[config.mk]
export PLATFORM = sky130hd
export DESIGN_NAME = conv_layer_output_serializer
export DESIGN_NICKNAME = d
export VERILOG_FILES = /design/src/rtl/conv_layer_output_serializer.sv
export SDC_FILE = /design/constraint.sdc
export NUM_CORES = 1
export LEC_CHECK = 0
export ABC_AREA = 1
export BUFFER_PORTS_ARGS = -buffer_cell sky130_fd_sc_hd__clkbuf_2
export CAP_MARGIN = 20
export CORE_MARGIN = 2
export CORE_UTILIZATION = 49
export CTS_CLUSTER_SIZE = 12
export DETAILED_ROUTE_END_ITERATION = 7
export MAX_ROUTING_LAYER = met4
export PLACE_DENSITY = 0.69
export SKIP_CTS_REPAIR_TIMING = 1
export SLEW_MARGIN = 20
export SYNTH_ARGS = -nofsm -noshare
export SYNTH_HDL_FRONTEND = slang
export SYNTH_SLANG_ARGS = --single-unit
[constraint.sdc]
create_clock -name clk -period 4.7 [get_ports clk]
set_input_delay 0.705 -clock clk [delete_from_list [all_inputs] [get_ports clk]]
set_output_delay 0.705 -clock clk [all_outputs]
set_load 0.01 [all_outputs]
[src/rtl/conv_layer_output_serializer.sv]
`default_nettype none
// ============================================================================
// Module      : conv_layer_output_serializer
// Description : Row-to-stream transmitter for the convolution layer output.
//               Queues complete result rows in a small row FIFO and emits
//               them one word per cycle over a valid/ready stream, column 0
//               (most-significant word of the row) first.
// Revision    : 1.0 - initial release
// ============================================================================
module conv_layer_output_serializer #(
    parameter int DATA_WIDTH     = 32,
    parameter int ROW_WORDS      = 6,
    parameter int ROWS_PER_FRAME = 6,
    parameter int ROW_DEPTH      = 2
) (
    input  logic                              clk,
    input  logic                              rst_n,
    input  logic                              clear,
    input  logic [ROW_WORDS*DATA_WIDTH-1:0]   row_in,
    input  logic                              row_valid,
    output logic                              row_ready,
    output logic [DATA_WIDTH-1:0]             data_out,
    output logic                              data_valid,
    input  logic                              data_ready,
    output logic [$clog2(ROW_WORDS)-1:0]      col_index,
    output logic [$clog2(ROWS_PER_FRAME)-1:0] row_index,
    output logic                              last
);

    localparam int c_row_w  = ROW_WORDS * DATA_WIDTH;
    localparam int c_col_w  = $clog2(ROW_WORDS);
    localparam int c_rowi_w = $clog2(ROWS_PER_FRAME);
    localparam int c_ptr_w  = $clog2(ROW_DEPTH);
    localparam int c_cnt_w  = $clog2(ROW_DEPTH + 1);

    localparam logic [c_col_w-1:0]  c_last_col = c_col_w'(ROW_WORDS - 1);
    localparam logic [c_rowi_w-1:0] c_last_row = c_rowi_w'(ROWS_PER_FRAME - 1);
    localparam logic [c_cnt_w-1:0]  c_full     = c_cnt_w'(ROW_DEPTH);

    logic [c_row_w-1:0]    r_rows [ROW_DEPTH];
    logic [c_ptr_w-1:0]    r_wr_ptr;
    logic [c_ptr_w-1:0]    r_rd_ptr;
    logic [c_cnt_w-1:0]    r_count;
    logic [c_col_w-1:0]    r_col;
    logic [c_rowi_w-1:0]   r_row;

    logic [c_row_w-1:0]    w_head;
    logic [DATA_WIDTH-1:0] w_words [ROW_WORDS];
    logic                  w_push;
    logic                  w_beat;
    logic                  w_pop;
    logic                  w_col_end;

    // Handshake flags are derived from the registered occupancy only, so
    // row_ready has no combinational dependence on data_ready.
    assign row_ready  = (r_count != c_full);
    assign data_valid = (r_count != '0);
    assign w_push     = row_valid && row_ready;
    assign w_beat     = data_valid && data_ready;
    assign w_col_end  = (r_col == c_last_col);
    assign w_pop      = w_beat && w_col_end;

    // Split the head row into words; word 0 sits in the top slice.
    assign w_head = r_rows[r_rd_ptr];
    generate
        for (genvar k = 0; k < ROW_WORDS; k++) begin : g_unpack
            assign w_words[k] = w_head[(ROW_WORDS-k)*DATA_WIDTH-1 -: DATA_WIDTH];
        end
    endgenerate

    assign data_out  = w_words[r_col];
    assign col_index = r_col;
    assign row_index = r_row;
    assign last      = data_valid && w_col_end && (r_row == c_last_row);

    // Row storage: capture an accepted row at the write pointer; flush wipes all rows.
    always_ff @(posedge clk or negedge rst_n) begin
        if (!rst_n) begin
            for (int i = 0; i < ROW_DEPTH; i++) begin
                r_rows[i] <= '0;
            end
        end else if (clear) begin
            for (int i = 0; i < ROW_DEPTH; i++) begin
                r_rows[i] <= '0;
            end
        end else if (w_push) begin
            r_rows[r_wr_ptr] <= row_in;
        end
    end

    // FIFO pointers, occupancy and the column/row position of the output word.
    always_ff @(posedge clk or negedge rst_n) begin
        if (!rst_n) begin
            r_wr_ptr <= '0;
            r_rd_ptr <= '0;
            r_count  <= '0;
            r_col    <= '0;
            r_row    <= '0;
        end else if (clear) begin
            r_wr_ptr <= '0;
            r_rd_ptr <= '0;
            r_count  <= '0;
            r_col    <= '0;
            r_row    <= '0;
        end else begin
            if (w_push) begin
                r_wr_ptr <= r_wr_ptr + c_ptr_w'(1);
            end
            if (w_pop) begin
                r_rd_ptr <= r_rd_ptr + c_ptr_w'(1);
            end
            // Simultaneous push and pop leaves the occupancy unchanged.
            case ({w_push, w_pop})
                2'b10:   r_count <= r_count + c_cnt_w'(1);
                2'b01:   r_count <= r_count - c_cnt_w'(1);
                default: r_count <= r_count;
            endcase
            if (w_beat) begin
                if (w_col_end) begin
                    r_col <= '0;
                    r_row <= (r_row == c_last_row) ? '0 : r_row + c_rowi_w'(1);
                end else begin
                    r_col <= r_col + c_col_w'(1);
                end
            end
        end
    end

endmodule
`default_nettype wire

# After elaboration in Yosys (flattened, before gate mapping)
# Index checks and enable logic that the tools add are counted.
[totals]
input_bits = 197
output_inout_bits = 41
elab_cells = 62
regBits = 394
[classes]
eq_ne = 5
order_cmp = 4
n_addsub = 6
n_bitwise = 3
mux = 24
reduce_logical = 13
[ops]
columns = ["cell", "count"]
rows = [
  ["$mux W192", 4],
  ["$mux W384", 2],
  ["$bwmux W384", 1],
  ["$demux W192 S1", 1],
  ["$bmux W32 S3", 1],
  ["$mux W32", 2],
  ["$mux W3", 7],
  ["$reduce_bool A2 Y1", 5],
  ["$add A3 B1 Y3 const B", 2],
  ["$eq A3 B3 Y1 const B", 2],
  ["$logic_and A1 B1 Y1", 6],
  ["$ge A2 B2 Y1 const B", 2],
  ["$ge A4 B4 Y1 const B", 1],
  ["$mux W1", 4],
  ["$not A1 Y2", 2],
  ["$not A3 Y4", 1],
  ["$pmux W2 S2", 1],
  ["$reduce_bool A3 Y1", 1],
  ["$add A1 B1 Y1 const B", 2],
  ["$add A2 B1 Y2 const B", 1],
  ["$eq A2 B1 Y1 const B", 1],
  ["$eq A2 B2 Y1 const B", 1],
  ["$lt A2 B1 Y1 const B", 1],
  ["$mux W2", 1],
  ["3 further kinds", 3],
]

# Depth between registers and ports, before layout
[depth]
ltp_word = 8
depth_mapped = 11

# Worst setup path before layout
# No wires, ideal clock.
[synth_path]
kind = "flip-flop to output port"
from = "register r_col[0] (netlist: col_index[0])"
to = "output port data_out[14]"
path_slack_ps = 2599
stages_incl_launch_ff = 10
t_arrival_ps = 1396
cell_sequence = "dfrtp_1 buf_2 inv_2 buf_2 buf_1 a21oi_1 o21ai_0 nand2_1 nand2_1 nand2_1"
[synth_between]
elab_chain_len = 4
[synth_lines]
columns = ["element", "line_no", "text"]
rows = [
  ["start, declared", "44", "logic [c_col_w-1:0] r_col;"],
  ["start signal, assigned", "123", "r_col <= r_col + c_col_w'(1);"],
  ["$not A3 Y4 (implied by the code)", "71", "assign data_out = w_words[r_col];"],
  ["$bmux W32 S3", "71", ""],
  ["$mux W32 (implied by the code) (2 in a row)", "71", ""],
  ["end, declared", "22", "output logic [DATA_WIDTH-1:0] data_out,"],
]
# Every way passes these cells. The select of a mux whose other input is x is not followed.

# Final worst setup path
[layout_path]
from = "register r_col[1] (netlist: col_index[1])"
to = "output port data_out[4]"
# The elaborated chain is that of the path after synthesis.

==> results.ini <==
[floorplanning]
boundaryPins=238
die_h_um=200.3
rows=71
design.core.area_um2=37840
start_util_pct=49.87
die_area_um2=40100
die_x_um=200.3

[critical_path]
crit_top_cell=nand2_1
critPathMaxFanout=36
required_ns=3.99
crit_slowest_cell=nor2_4
critPathCaptureType=primary output
critPathKind=flop to primary output
crit_path_cell_trace=inv_2 -> nor2_4 -> nand3_1 -> nand2_1 -> inv_1 -> nand2_1 -> nand2_1 -> nand2_1 -> clkbuf_2
r2r_start=r_wr_ptr
crit_arrival_ns=2.83
max_stage_delay_ns=0.80
cp-startpoint=col_index[1]
start_kind=flop

[route]
ant_nets=0
vias_per_cell=5.641
drtIter0Drc=1871
routed_wl_um=65050
firstDrtPassIters=6
vias=17370
wire_per_inst_um=21.13
drcViolationCount=0

[sta]
tightest_slew_ns=1.035
period_needed_ns=3.539
drv_slew=0
slew_headroom_pct=30.83
hold_violations=0
fin_crit_sh_pct=75.30
rsz0062_at_grt=no
max_freq_mhz=282.6
setup_viol=0
finalWorstSetupSlack_ns=1.161
setup_tns_ns=0
skew_ns=0.01285

[clocking]
cts_tree=built
cts_buffers=42
root_buffer=clkbuf_16
clk_latency_ns=0.55
clockBufferDepth=3
path_clk_slew_ns=0.06
cts.sinks=394
cts_max_level=2

[placement]
hpwlAfterDp_um=42160
place_ws_ns=1.730
gp_congestion=1.016
portBuffers=237

[layout]
layout.nets=2737
fillers=3569
diodes=0
area_growth_pct=15.15
drive_gt1_share_pct=13.16

[power_and_ir_drop]
seq_power_share_pct=45.0
vdd.ir_drop.worst_mv=0.2157
power.internal_mw=5.971
power_leakage_nw=11.70
p_sw_share_pct=27.24
p_switching_mw=2.235
p_per_area_nw_per_um2=377.6
combPwrFrac_pct=14.1
p_clk_share_pct=40.9

[yosys]
ys_warn_count=0
synth_nets=2594
synth.avg_cell_area_um2=7.874
synth_seq_cells=394
syn_area_um2=18870
synth_top_area_share_pct=52.24
netlist_instances=2397
yosys.area.top_type=dfrtp_1
synth_cell_type_count=19
yosys-top-cells-area=dfrtp_1 (52%), inv_1 (11%), nand2_1 (11%)
ys_seq_area_share_pct=52.24

[global_route]
grt_max_degree=193
grt_overflow=0
grt_pass1_wl_um=100700
grt.total_usage_pct=33.16
first_global_vias=17140
antenna_found_initial=0

[flow_run]
cap_violations=0

[hold_path]
hp-class=primary input to asynchronous set/reset pin

[outcome]
outcome=completed

## layout make-up
type | count | area (um^2) | share of cell area [%]
Tap cell | 511 | 639.4 | 2.942
Inverter | 561 | 2111 | 9.712
Multi-Input combinational cell | 1280 | 6190 | 28.48
Clock inverter | 4 | 73.82 | 0.3396
Timing Repair Buffer | 261 | 1546 | 7.115
Sequential cell | 394 | 9864 | 45.39
Clock buffer | 68 | 1310 | 6.027
## kinds of logic after synthesis
kind of cell,count (synthesis),share of synthesized area [%]
flip-flops,394,52.24
AND/OR/NAND/NOR,700,15.16
buffers and inverters,723,15.09
AO/OA/AOI/OAI,580,17.51
## path summary, 6_finish.rpt
| path | end | slack, ns | depth (start not counted) |
|---|---|---|---|
| worst max-delay path | data_out[4] | 1.16 | 9 |
| worst min-delay path | r_rows[136] | 0.02 | 1 |
| worst max register to register | r_rows[362] | 2.27 | 6 |
| worst min register to register | r_rows[14] | 0.50 | 2 |
| max in group asynchronous | r_rows[156] | 3.35 | 3 |
| min in group clk | r_rows[43] | 0.41 | 3 |
## worst max-delay path: cells and delay by family, from the launching register on
family                 cells  cell delay, ns
buffers and inverters      3            0.51
DFF                        1            0.41
and+or+nand+nor            6            1.33
## layer usage
metal	up-vias	share of wire (%)	global-route usage, %
met4	0	5.1	15.19
met2	890	45	49.43
met3	161	8.9	5.581
li1	7887	-	-
met1	8432	41	44.60
met5	-	0	-
## cell usage in the layout, fill, tap and decap left out, drive strengths merged
| cell | synthesis | final |
|---|---|---|
| clkinv | 1 | 2 |
| nor2 | 19 | 19 |
| inv | 560 | 561 |
| bufinv | 0 | 2 |
| nand2 | 538 | 538 |
| o22ai | 320 | 320 |
| nor3 | 3 | 3 |
| buf | 122 | 25 |
| nand3 | 138 | 138 |
| o31ai | 1 | 1 |
| nand4 | 2 | 2 |
| dfrtp | 394 | 394 |
| o21ai | 194 | 194 |
| a21oi | 65 | 65 |
| clkbuf | 40 | 304 |
## flip-flops by register name, indices dropped and copies added (netlist names)
signal	cells
r_rd_ptr	1
col_index	3
r_rows	384
row_index	3
r_count	2
r_wr_ptr	1
## power by group through the flow
stage               registers (mW)  clock network (mW)  logic, mW
detailed placement            3.75                   0       1.14
global placement              3.74                   0       1.12
finish                        3.69                3.36       1.16
global route                  3.71                3.52       1.27
floorplan                     3.73                   0      0.661
CTS                           3.69                3.39       1.14
## metrics by stage
| stage | power (mW) | cells | hold WS (ns) | cell area [um^2] | utilization [%] |
|---|---|---|---|---|---|
| floorplan | 4.388 | 2397 | 0.4094 | 18870 | - |
| global placement | 4.863 | 3006 | 0.4829 | 20320 | 53.70 |
| detailed placement | 4.883 | 3006 | 0.4914 | 20320 | 53.70 |
| CTS | 8.220 | 3078 | 0.3373 | 21710 | 57.36 |
| global route | 8.498 | 3079 | 0.03310 | 21730 | 57.43 |
| finish | 8.206 | 3079 | 0.01659 | 21730 | 57.43 |
## synthesized netlist by cell type
cell type    n
inv_1      557
nand2_1    538
dfrtp_1    394
o22ai_1    320
o21ai_0    188
nand3_1    138
buf_2       98
a21oi_1     65
clkbuf_1    40
buf_1       21
nor2_1      12
nor2_4       7
o21ai_1      6
buf_4        3
inv_2        3
nor3_1       3
nand4_1      2
clkinv_1     1
o31ai_1      1
No activity file was read; power rests on OpenSTA's default activity.
